$ cat config.mk
export PLATFORM = sky130hd
export DESIGN_NAME = ar_request_fifo
export DESIGN_NICKNAME = d
export VERILOG_FILES = /design/src/rtl/ar_request_fifo.sv
export SDC_FILE = /design/constraint.sdc
export NUM_CORES = 1
export LEC_CHECK = 0
export CAP_MARGIN = 25
export CORE_MARGIN = 1
export CORE_UTILIZATION = 40
export DETAILED_ROUTE_END_ITERATION = 10
export PLACE_DENSITY = 0.67
export SLEW_MARGIN = 40
export SYNTH_ARGS = -nofsm -noshare
export SYNTH_HDL_FRONTEND = slang
export SYNTH_SLANG_ARGS = --single-unit
export TNS_END_PERCENT = 50
$ cat constraint.sdc
create_clock -name clk -period 19.6 [get_ports clk]
set_input_delay 4.9 -clock clk [delete_from_list [all_inputs] [get_ports clk]]
set_output_delay 4.9 -clock clk [all_outputs]
set_load 0.03 [all_outputs]
$ cat src/rtl/ar_request_fifo.sv
// In-order AR request buffer: circular FIFO of arbitrary DEPTH with level, almost_full and flush.
// Define AR_REQUEST_FIFO_BYPASS_EN to let requests pass straight through an empty FIFO.
module ar_request_fifo #(
  parameter int unsigned ID_WIDTH    = 4,
  parameter int unsigned ADDR_WIDTH  = 32,
  parameter int unsigned LEN_WIDTH   = 8,
  parameter int unsigned SIZE_WIDTH  = 3,
  parameter int unsigned BURST_WIDTH = 2,
  parameter int unsigned QOS_WIDTH   = 4,
  parameter int unsigned DEPTH       = 8,
  parameter int unsigned AF_THRESH   = DEPTH - 2
) (
  input  logic                         clk,
  input  logic                         rst_n,
  input  logic                         flush,
  input  logic                         in_valid,
  output logic                         in_ready,
  input  logic [ID_WIDTH-1:0]          in_id,
  input  logic [ADDR_WIDTH-1:0]        in_addr,
  input  logic [LEN_WIDTH-1:0]         in_len,
  input  logic [SIZE_WIDTH-1:0]        in_size,
  input  logic [BURST_WIDTH-1:0]       in_burst,
  input  logic [QOS_WIDTH-1:0]         in_qos,
  output logic                         out_valid,
  input  logic                         out_ready,
  output logic [ID_WIDTH-1:0]          out_id,
  output logic [ADDR_WIDTH-1:0]        out_addr,
  output logic [LEN_WIDTH-1:0]         out_len,
  output logic [SIZE_WIDTH-1:0]        out_size,
  output logic [BURST_WIDTH-1:0]       out_burst,
  output logic [QOS_WIDTH-1:0]         out_qos,
  output logic [$clog2(DEPTH+1)-1:0]   level,
  output logic                         almost_full,
  output logic                         empty
);

  localparam int unsigned ENT_W = ID_WIDTH + ADDR_WIDTH + LEN_WIDTH + SIZE_WIDTH
                                + BURST_WIDTH + QOS_WIDTH;
  localparam int unsigned PTR_W = (DEPTH > 1) ? $clog2(DEPTH) : 1;
  localparam int unsigned CNT_W = $clog2(DEPTH + 1);
  localparam logic [CNT_W-1:0] DEPTH_C = CNT_W'(DEPTH);
  localparam logic [CNT_W-1:0] AF_C    = CNT_W'(AF_THRESH);
  localparam logic [PTR_W-1:0] LAST_C  = PTR_W'(DEPTH - 1);

  logic [ENT_W-1:0] mem [DEPTH];
  logic [PTR_W-1:0] wr_ptr, rd_ptr;
  logic [CNT_W-1:0] count;
  logic [ENT_W-1:0] in_ent, head;
  logic             full, stored_valid, push, pop;

  assign in_ent       = {in_id, in_addr, in_len, in_size, in_burst, in_qos};
  assign full         = (count == DEPTH_C);
  assign empty        = (count == '0);
  assign level        = count;
  assign almost_full  = (count >= AF_C);
  assign in_ready     = ~full & ~flush;
  assign stored_valid = ~empty & ~flush;
  assign pop          = stored_valid & out_ready;

`ifdef AR_REQUEST_FIFO_BYPASS_EN
  logic bypass;
  // A bypassed request that is consumed immediately never occupies a slot.
  assign bypass    = empty & ~flush & in_valid;
  assign out_valid = stored_valid | bypass;
  assign head      = bypass ? in_ent : mem[rd_ptr];
  assign push      = in_valid & in_ready & ~(bypass & out_ready);
`else
  assign out_valid = stored_valid;
  assign head      = mem[rd_ptr];
  assign push      = in_valid & in_ready;
`endif

  assign {out_id, out_addr, out_len, out_size, out_burst, out_qos} = head;

  always_ff @(posedge clk) begin
    if (push) mem[wr_ptr] <= in_ent;
  end

  always_ff @(posedge clk or negedge rst_n) begin
    if (!rst_n) begin
      wr_ptr <= '0;
      rd_ptr <= '0;
      count  <= '0;
    end else if (flush) begin
      wr_ptr <= '0;
      rd_ptr <= '0;
      count  <= '0;
    end else begin
      if (push) wr_ptr <= (wr_ptr == LAST_C) ? '0 : wr_ptr + PTR_W'(1);
      if (pop)  rd_ptr <= (rd_ptr == LAST_C) ? '0 : rd_ptr + PTR_W'(1);
      case ({push, pop})
        2'b10:   count <= count + CNT_W'(1);
        2'b01:   count <= count - CNT_W'(1);
        default: count <= count;
      endcase
    end
  end

  count_in_range: assert property (@(posedge clk) disable iff (!rst_n) count <= DEPTH_C);

endmodule

**Word level (Yosys, flattened, before mapping)**

Memories as Yosys holds them, arrays and structs flattened.
Cells that the tools add are included.

- Flip-flop bits (word level): 10
- Memory bits (writable): 424
- Bits of input ports: 58
- Output and inout port bits: 61
- Memories kept: 1

Memory list:

| name | depth | width | rd ports | clocked after Yosys merged registers in | write ports | line | RTL |
|---|---|---|---|---|---|---|---|
| mem | 8 | 53 | 1 | 0 | 1 | 45 | `logic [ENT_W-1:0] mem [DEPTH];` |

- $add $sub $neg: 4
- Magnitude comparators: 1
- Equality and inequality tests: 5
- Mux-type cells: 10
- Bitwise operators: 7
- Reduce and logical (&&, ||, !) cells: 4

Operators with widths:

| kind | count |
|---|---|
| $mux 3 | 6 |
| $pmux 4 s2 | 1 |
| $add 3x1->3 const B | 2 |
| $eq 3x3->1 const B | 2 |
| $add 4x1->4 const B | 1 |
| $and 1x1->1 | 4 |
| $eq 4x4->1 const B | 1 |
| $ge 4x3->1 const B | 1 |
| $logic_not 4->1 | 1 |
| $mux 4 | 1 |
| $reduce_bool 2->1 | 2 |
| $sub 4x1->4 const B | 1 |
| $not 1->1 | 3 |
| $reduce_bool 3->1 | 1 |
| $eq 2x1->1 const B | 1 |
| $eq 2x2->1 const B | 1 |
| $mux 1 | 2 |

**Logic depth before layout (Yosys ltp)**

Gate-level depths: netlist (run 1).

- Depth in word-level cells: 7
- Depth in mapped cells: 9
- Mapped depth without buffers: 8

**Worst setup path after synthesis (run 1)**

No wires, ideal clock.

- Path kind: in2reg
- Start point: input port in_valid
- End point: memory mem[4][0] in the netlist's numbering (enable)
- Setup time: 0.614 ns
- Arrival time: 10.826 ns
- Required time: 18.986 ns
- Setup slack: 8.160 ns
- Stages: 3
- Path buffers: 0
- Path through: nor2b_1 nand2_1 nor4b_1

- Longest elaborated chain between the ends: 3

Ends and longest elaborated chain:

| element | line | RTL |
|---|---|---|
| start: declaration | 16 | `input logic in_valid,` |
| $and 1x1->1 | 70 | `assign push = in_valid & in_ready;` |
| $mux 1 | 76 | `if (push) mem[wr_ptr] <= in_ent;` |
| $mux 1 (implied by the code) | 76 |  |
| end: declaration | 45 |  |

Every way passes these cells.

**Worst setup path after layout (run 1)**

- Start point: input port flush
- End point: output port out_valid

- Longest elaborated chain between the ends: 2

Ends and longest elaborated chain:

| element | line | RTL |
|---|---|---|
| start: declaration | 15 | `input logic flush,` |
| $not 1->1 | 57 | `assign stored_valid = ~empty & ~flush;` |
| $and 1x1->1 | 57 |  |
| end: declaration | 24 | `output logic out_valid,` |

Every way passes these cells.

==> impl_metrics.json, run 1 <==
{
  "start_kind": "input pin",
  "hp-start": "rd_ptr[0]",
  "grt_max_degree": 54,
  "final_cells": 1417,
  "cts_made_buffers": 44,
  "wl_per_cell_um": 22.8,
  "clkLatencyLatePin_ps": 540,
  "cts-htree-levels": 2,
  "dr_total_vias": 7487,
  "placed_cells": 1334,
  "cts_hold_buf": 0,
  "finalSetupTns_ps": 0,
  "rr_worst_depth": 6,
  "area_delta_synth_final_pct": 19.9,
  "cp_slowest_stage_delay_ps": 700,
  "r2r_setup_slack_ps": 16810,
  "arrival_ps": 6490,
  "cp.depth": 3,
  "cts_tree": "built",
  "avgViaCountPerCell": 5.28,
  "hold_path.class": "flop to flop",
  "coreArea_sq_um": 40900,
  "timing.rr.end": "mem[7][32]",
  "wl_mm": 32.2,
  "startpoint": "flush",
  "final_layout_size_suffix_gt1_share_pct": 28.5,
  "synth_top_family_by_area": "multiplexers",
  "design_area_sq_um": 20000,
  "crit_type": "input pin to output port",
  "clk_pin_slew_ps": 60,
  "slowest_stage": "clkdlybuf4s50_1",
  "crit_end": "out_valid",
  "fmax_ghz": 0.0878,
  "grt_usage_pct": 15.6,
  "n_antenna_cell": 0,
  "report.final.slew_viol_count": 0,
  "die_h_um": 206,
  "drv_cap": 0,
  "yosys.area_share.simple_pct": 1.61,
  "synthMuxAreaShare_pct": 18.0,
  "antenna_left": 0,
  "crit_path_frequent_cell": "clkdlybuf4s50_1",
  "rsz0062_at_grt": "false",
  "min_period_over_period_pct": 58.1,
  "outcome": "completed",
  "post-route-util_pct": 48.8,
  "antenna_found_initial": 2,
  "path_delay_family": "buffers and inverters",
  "ys_types": 35,
  "gr-total-overflow": 0,
  "nets": 915,
  "seq_area_frac_synth_pct": 78.0,
  "synth-xor-area-share_pct": 0.0526,
  "finalHoldViolCount": 0,
  "worstPathMaxFanout": 17,
  "ir_worst_vdd_mv": 0.0651,
  "period_minus_slack_ps": 11390,
  "path_buf_inv": 2,
  "endpoint_kind": "output port",
  "dp_hpwl_mm": 17.2,
  "fin_worst_skew_ps": 11.9,
  "r2r_start": "level[0]",
  "grt_pass1_vias": 8178,
  "dp_slack_ps": 8190,
  "io_pins": 119,
  "drt_iter0_markers": 464,
  "cts_buffer_depth": 3,
  "initial_core_util_pct": 40.7,
  "firstDrtPassIters": 4,
  "synth-seq-cells": 434,
  "syn_inst": 697,
  "relSlewSlack_pct": 50.4,
  "die-width_um": 206,
  "syn_area_per_cell_sq_um": 23.9,
  "final_common_cell": "edfxtp_1",
  "crit_chain": "clkdlybuf4s50_1 > nor2_1 > clkdlybuf4s50_1",
  "place_area_sq_um": 18600,
  "die_area_sq_um": 42400,
  "power_leakage_uw": 0.00614,
  "grt_pass1_wl_mm": 48.8,
  "port_buffers": 118,
  "final_cell_mix": "edfxtp_1 (424), clkdlybuf4s50_1 (118), mux4_2 (106)",
  "synth_nets": 762,
  "gp_congestion": 0.708,
  "synth-compound-area-share_pct": 0.677,
  "num_rows": 74,
  "cts-root-buf": "clkbuf_16",
  "cts.sinks": 434,
  "fin_ws_ps": 8210,
  "yosys.area_share.adder_pct": 0.571,
  "route.detailed.drc": 0,
  "postCtsSetupBuffers": 0,
  "cts_resized": 0,
  "worst_slew_pin_slew_ps": 745,
  "p_per_area_nw_per_um2": 115,
  "setup_viol": 0,
  "yosys_warnings": 0,
  "required_ps": 14700,
  "synth_area_sq_um": 16600
}
[state kept, by name, summed over array words and instances (netlist names)]
signal / cells
level: 4
mem: 424
rd_ptr: 3
wr_ptr: 3
[cells by family (layout without fill, tap and decap cells)]
kind of cell / after synthesis / in the layout
XOR/XNOR: 1 / 1
AND/OR/NAND/NOR: 46 / 46
multiplexers: 160 / 160
buffers and inverters: 32 / 220
AO/OA/AOI/OAI: 17 / 17
adder cells (fa/ha/maj): 7 / 7
flip-flops: 434 / 434
[tightest hold or removal path: stages (launching register included)]
cell,delay [ps]
dfrtp_4,490
a21oi_1,90
nor2_1,80
[cell usage after synthesis, drive strengths merged]
master | instances | area (sq um)
ha | 6 | 75.1
o41ai | 1 | 16.3
nand2 | 11 | 41.3
o21ai | 4 | 20.0
nor2b | 1 | 6.26
or4b | 1 | 10.0
o311ai | 1 | 8.76
nand3 | 3 | 15.0
nand3b | 3 | 22.5
nor4 | 2 | 12.5
and3 | 1 | 6.26
or3 | 2 | 12.5
a21oi | 9 | 48.8
nand2b | 2 | 12.5
nor3 | 9 | 50.1
fa | 1 | 20.0
nor2 | 5 | 18.8
clkbuf | 14 | 52.6
o41a | 1 | 11.3
nor4b | 3 | 32.5
mux2 | 54 | 608
dfrtp | 10 | 250
xor2 | 1 | 8.76
nor3b | 3 | 27.5
edfxtp | 424 | 12700
mux4 | 106 | 2390
a21o | 1 | 7.51
buf | 18 | 128
[power breakdown]
group | internal (uW) | leakage (uW) | switching [uW]
combinational | 226 | 0.00154 | 227
sequential | 1040 | 0.00396 | 19.9
clock | 447 | 0.000649 | 330
[routing by layer]
metal  routed length (um)  vias up  GRT usage, %
met5                   28        -             0
met4                  534        4          4.15
met3                 1360       50          3.11
met2                16600      150          27.0
met1                13700     3994          20.1
li1                     -     3289             -
[worst min-delay path by stage]
stage                      to  slack (ps)  cells past startpoint
finish              rd_ptr[0]         700                      2
detailed placement  wr_ptr[1]         690                      2
CTS                 wr_ptr[1]         700                      2
global placement    wr_ptr[1]         670                      2
global route        rd_ptr[0]         730                      2
floorplan           wr_ptr[0]         570                      1
[stage by stage]
step	total power, uW	hold slack (ps)
6_report	2290	699
5_1_grt	2380	735
4_1_cts	2310	701
3_5_place_dp	1530	690
3_3_place_gp	1530	674
2_1_floorplan	1390	569
[final cells by class]
cell class,instances,area [sq um]
clock inverter,25,170
tap,532,666
multi-input combinational,231,3530
fill,3325,21000
clock buffer,56,1170
sequential,434,13000
timing repair buffer,139,1430
Note: power is estimated with default switching activity, not from simulation.
==> inputs of run 2 (changes only) <==
PLACE_DENSITY = 0.69   (was 0.67)
clock period = 10.2 ns   (was 19.6 ns; I/O delays follow)
==> impl_metrics.json, run 2 (synthesis gave the netlist of run 1 again) <==
{
  "antenna_left": 0,
  "n_antenna_cell": 0,
  "design_area_sq_um": 19900,
  "placed_cells": 1336,
  "ir_worst_vdd_mv": 0.123,
  "grt_max_degree": 61,
  "area_delta_synth_final_pct": 19.5,
  "final_cells": 1411,
  "fmax_ghz": 0.150,
  "cts_buffer_depth": 3,
  "firstDrtPassIters": 4,
  "r2r_start": "level[1]",
  "min_period_over_period_pct": 65.5,
  "coreArea_sq_um": 40900,
  "rr_worst_depth": 6,
  "p_per_area_nw_per_um2": 220,
  "largest_reg_flops": 424,
  "path_delay_family": "buffers and inverters",
  "die-width_um": 206,
  "wl_per_cell_um": 22.8,
  "arrival_ps": 4130,
  "endpoint_kind": "output port",
  "dp_hpwl_mm": 17.1,
  "io_pins": 119,
  "crit_chain": "clkdlybuf4s50_1 > nor2_1 > clkdlybuf4s50_1",
  "crit_type": "input pin to output port",
  "avgViaCountPerCell": 5.33,
  "slowest_stage": "clkdlybuf4s50_1",
  "finalHoldViolCount": 0,
  "dp_slack_ps": 3510,
  "hold_path.class": "flop to flop",
  "drv_cap": 0,
  "worst_slew_pin_slew_ps": 736,
  "grt_pass1_vias": 8032,
  "gp_congestion": 0.724,
  "nets": 914,
  "route.detailed.drc": 0,
  "cts_made_buffers": 43,
  "die_area_sq_um": 42400,
  "worstPathMaxFanout": 17,
  "cp_slowest_stage_delay_ps": 690,
  "cts_tree": "built",
  "power_leakage_uw": 0.00612,
  "final_common_cell": "edfxtp_1",
  "fill_cells": 3338,
  "final_layout_size_suffix_gt1_share_pct": 28.7,
  "top_register": "mem",
  "fin_ws_ps": 3520,
  "die_h_um": 206,
  "cts-htree-levels": 2,
  "timing.rr.end": "mem[7][40]",
  "initial_core_util_pct": 40.7,
  "finalSetupTns_ps": 0,
  "antenna_found_initial": 1,
  "postCtsSetupBuffers": 0,
  "cts-root-buf": "clkbuf_16",
  "clkLatencyLatePin_ps": 540,
  "cp.depth": 3,
  "cts_hold_buf": 0,
  "clk_pin_slew_ps": 60,
  "report.final.slew_viol_count": 0,
  "rsz0062_at_grt": "false",
  "required_ps": 7650,
  "r2r_setup_slack_ps": 7220,
  "drt_iter0_markers": 480,
  "gr-total-overflow": 0,
  "hold_depth": 2,
  "outcome": "completed",
  "final_cell_mix": "edfxtp_1 (424), clkdlybuf4s50_1 (118), mux4_2 (106)",
  "grt_usage_pct": 15.5,
  "period_minus_slack_ps": 6680,
  "start_kind": "input pin",
  "crit_end": "in_ready",
  "port_buffers": 118,
  "wl_met3_mm": 1.56,
  "wl_met1_mm": 13.7,
  "startpoint": "flush",
  "place_area_sq_um": 18600,
  "cts_resized": 0,
  "crit_path_frequent_cell": "clkdlybuf4s50_1",
  "dr_total_vias": 7522,
  "wl_met2_mm": 16.4,
  "num_rows": 74,
  "relSlewSlack_pct": 50.9,
  "wl_mm": 32.2,
  "topRoutingLayerUsed": "met5",
  "fin_worst_skew_ps": 11.4,
  "grt_pass1_wl_mm": 48.3,
  "setup_viol": 0,
  "cts.sinks": 434,
  "path_buf_inv": 2
}
-- run 2: worst reg2reg max path: cells and delay by family (launching register included) --
| kind | cells | cell delay (ps) |
|---|---|---|
| and+or+nand+nor | 4 | 1260 |
| buffers and inverters | 2 | 760 |
| DFF | 1 | 580 |
-- run 2: layout make-up --
cell class | count | area [sq um] | area share, %
sequential | 434 | 13000 | 65.3
clock buffer | 52 | 1150 | 5.79
timing repair buffer | 139 | 1400 | 7.05
clock inverter | 23 | 154 | 0.774
tap | 532 | 666 | 3.35
multi-input combinational | 231 | 3530 | 17.7
-- run 2: worst min-delay path by stage --
stage	startpoint	endpoint
final	wr_ptr[1]	wr_ptr[1]
after global routing	wr_ptr[0]	wr_ptr[0]
after CTS	wr_ptr[1]	wr_ptr[1]
after detailed placement	wr_ptr[1]	wr_ptr[1]
after global placement	wr_ptr[1]	wr_ptr[1]
after floorplan	wr_ptr[0]	wr_ptr[0]
-- run 2: power breakdown --
group | switching (uW) | total, uW | internal (uW)
Combinational | 427 | 856 | 429
Sequential | 42.9 | 2050 | 2000
Clock | 616 | 1470 | 849
-- run 2: stage by stage --
stage / total power, uW / utilization (%) / hold slack [ps]
floorplan: 2670 / - / 569
global placement: 2930 / 45.2 / 672
detailed placement: 2960 / 45.4 / 699
CTS: 4430 / 48.6 / 710
global route: 4540 / 48.6 / 754
finish: 4370 / 48.6 / 703
-- run 2: per-layer routing --
| layer | vias to the layer above | GRT usage (%) |
|---|---|---|
| met4 | 2 | 3.81 |
| li1 | 3275 | - |
| met2 | 170 | 26.7 |
| met3 | 44 | 3.25 |
| met5 | - | 0 |
| met1 | 4031 | 20.0 |
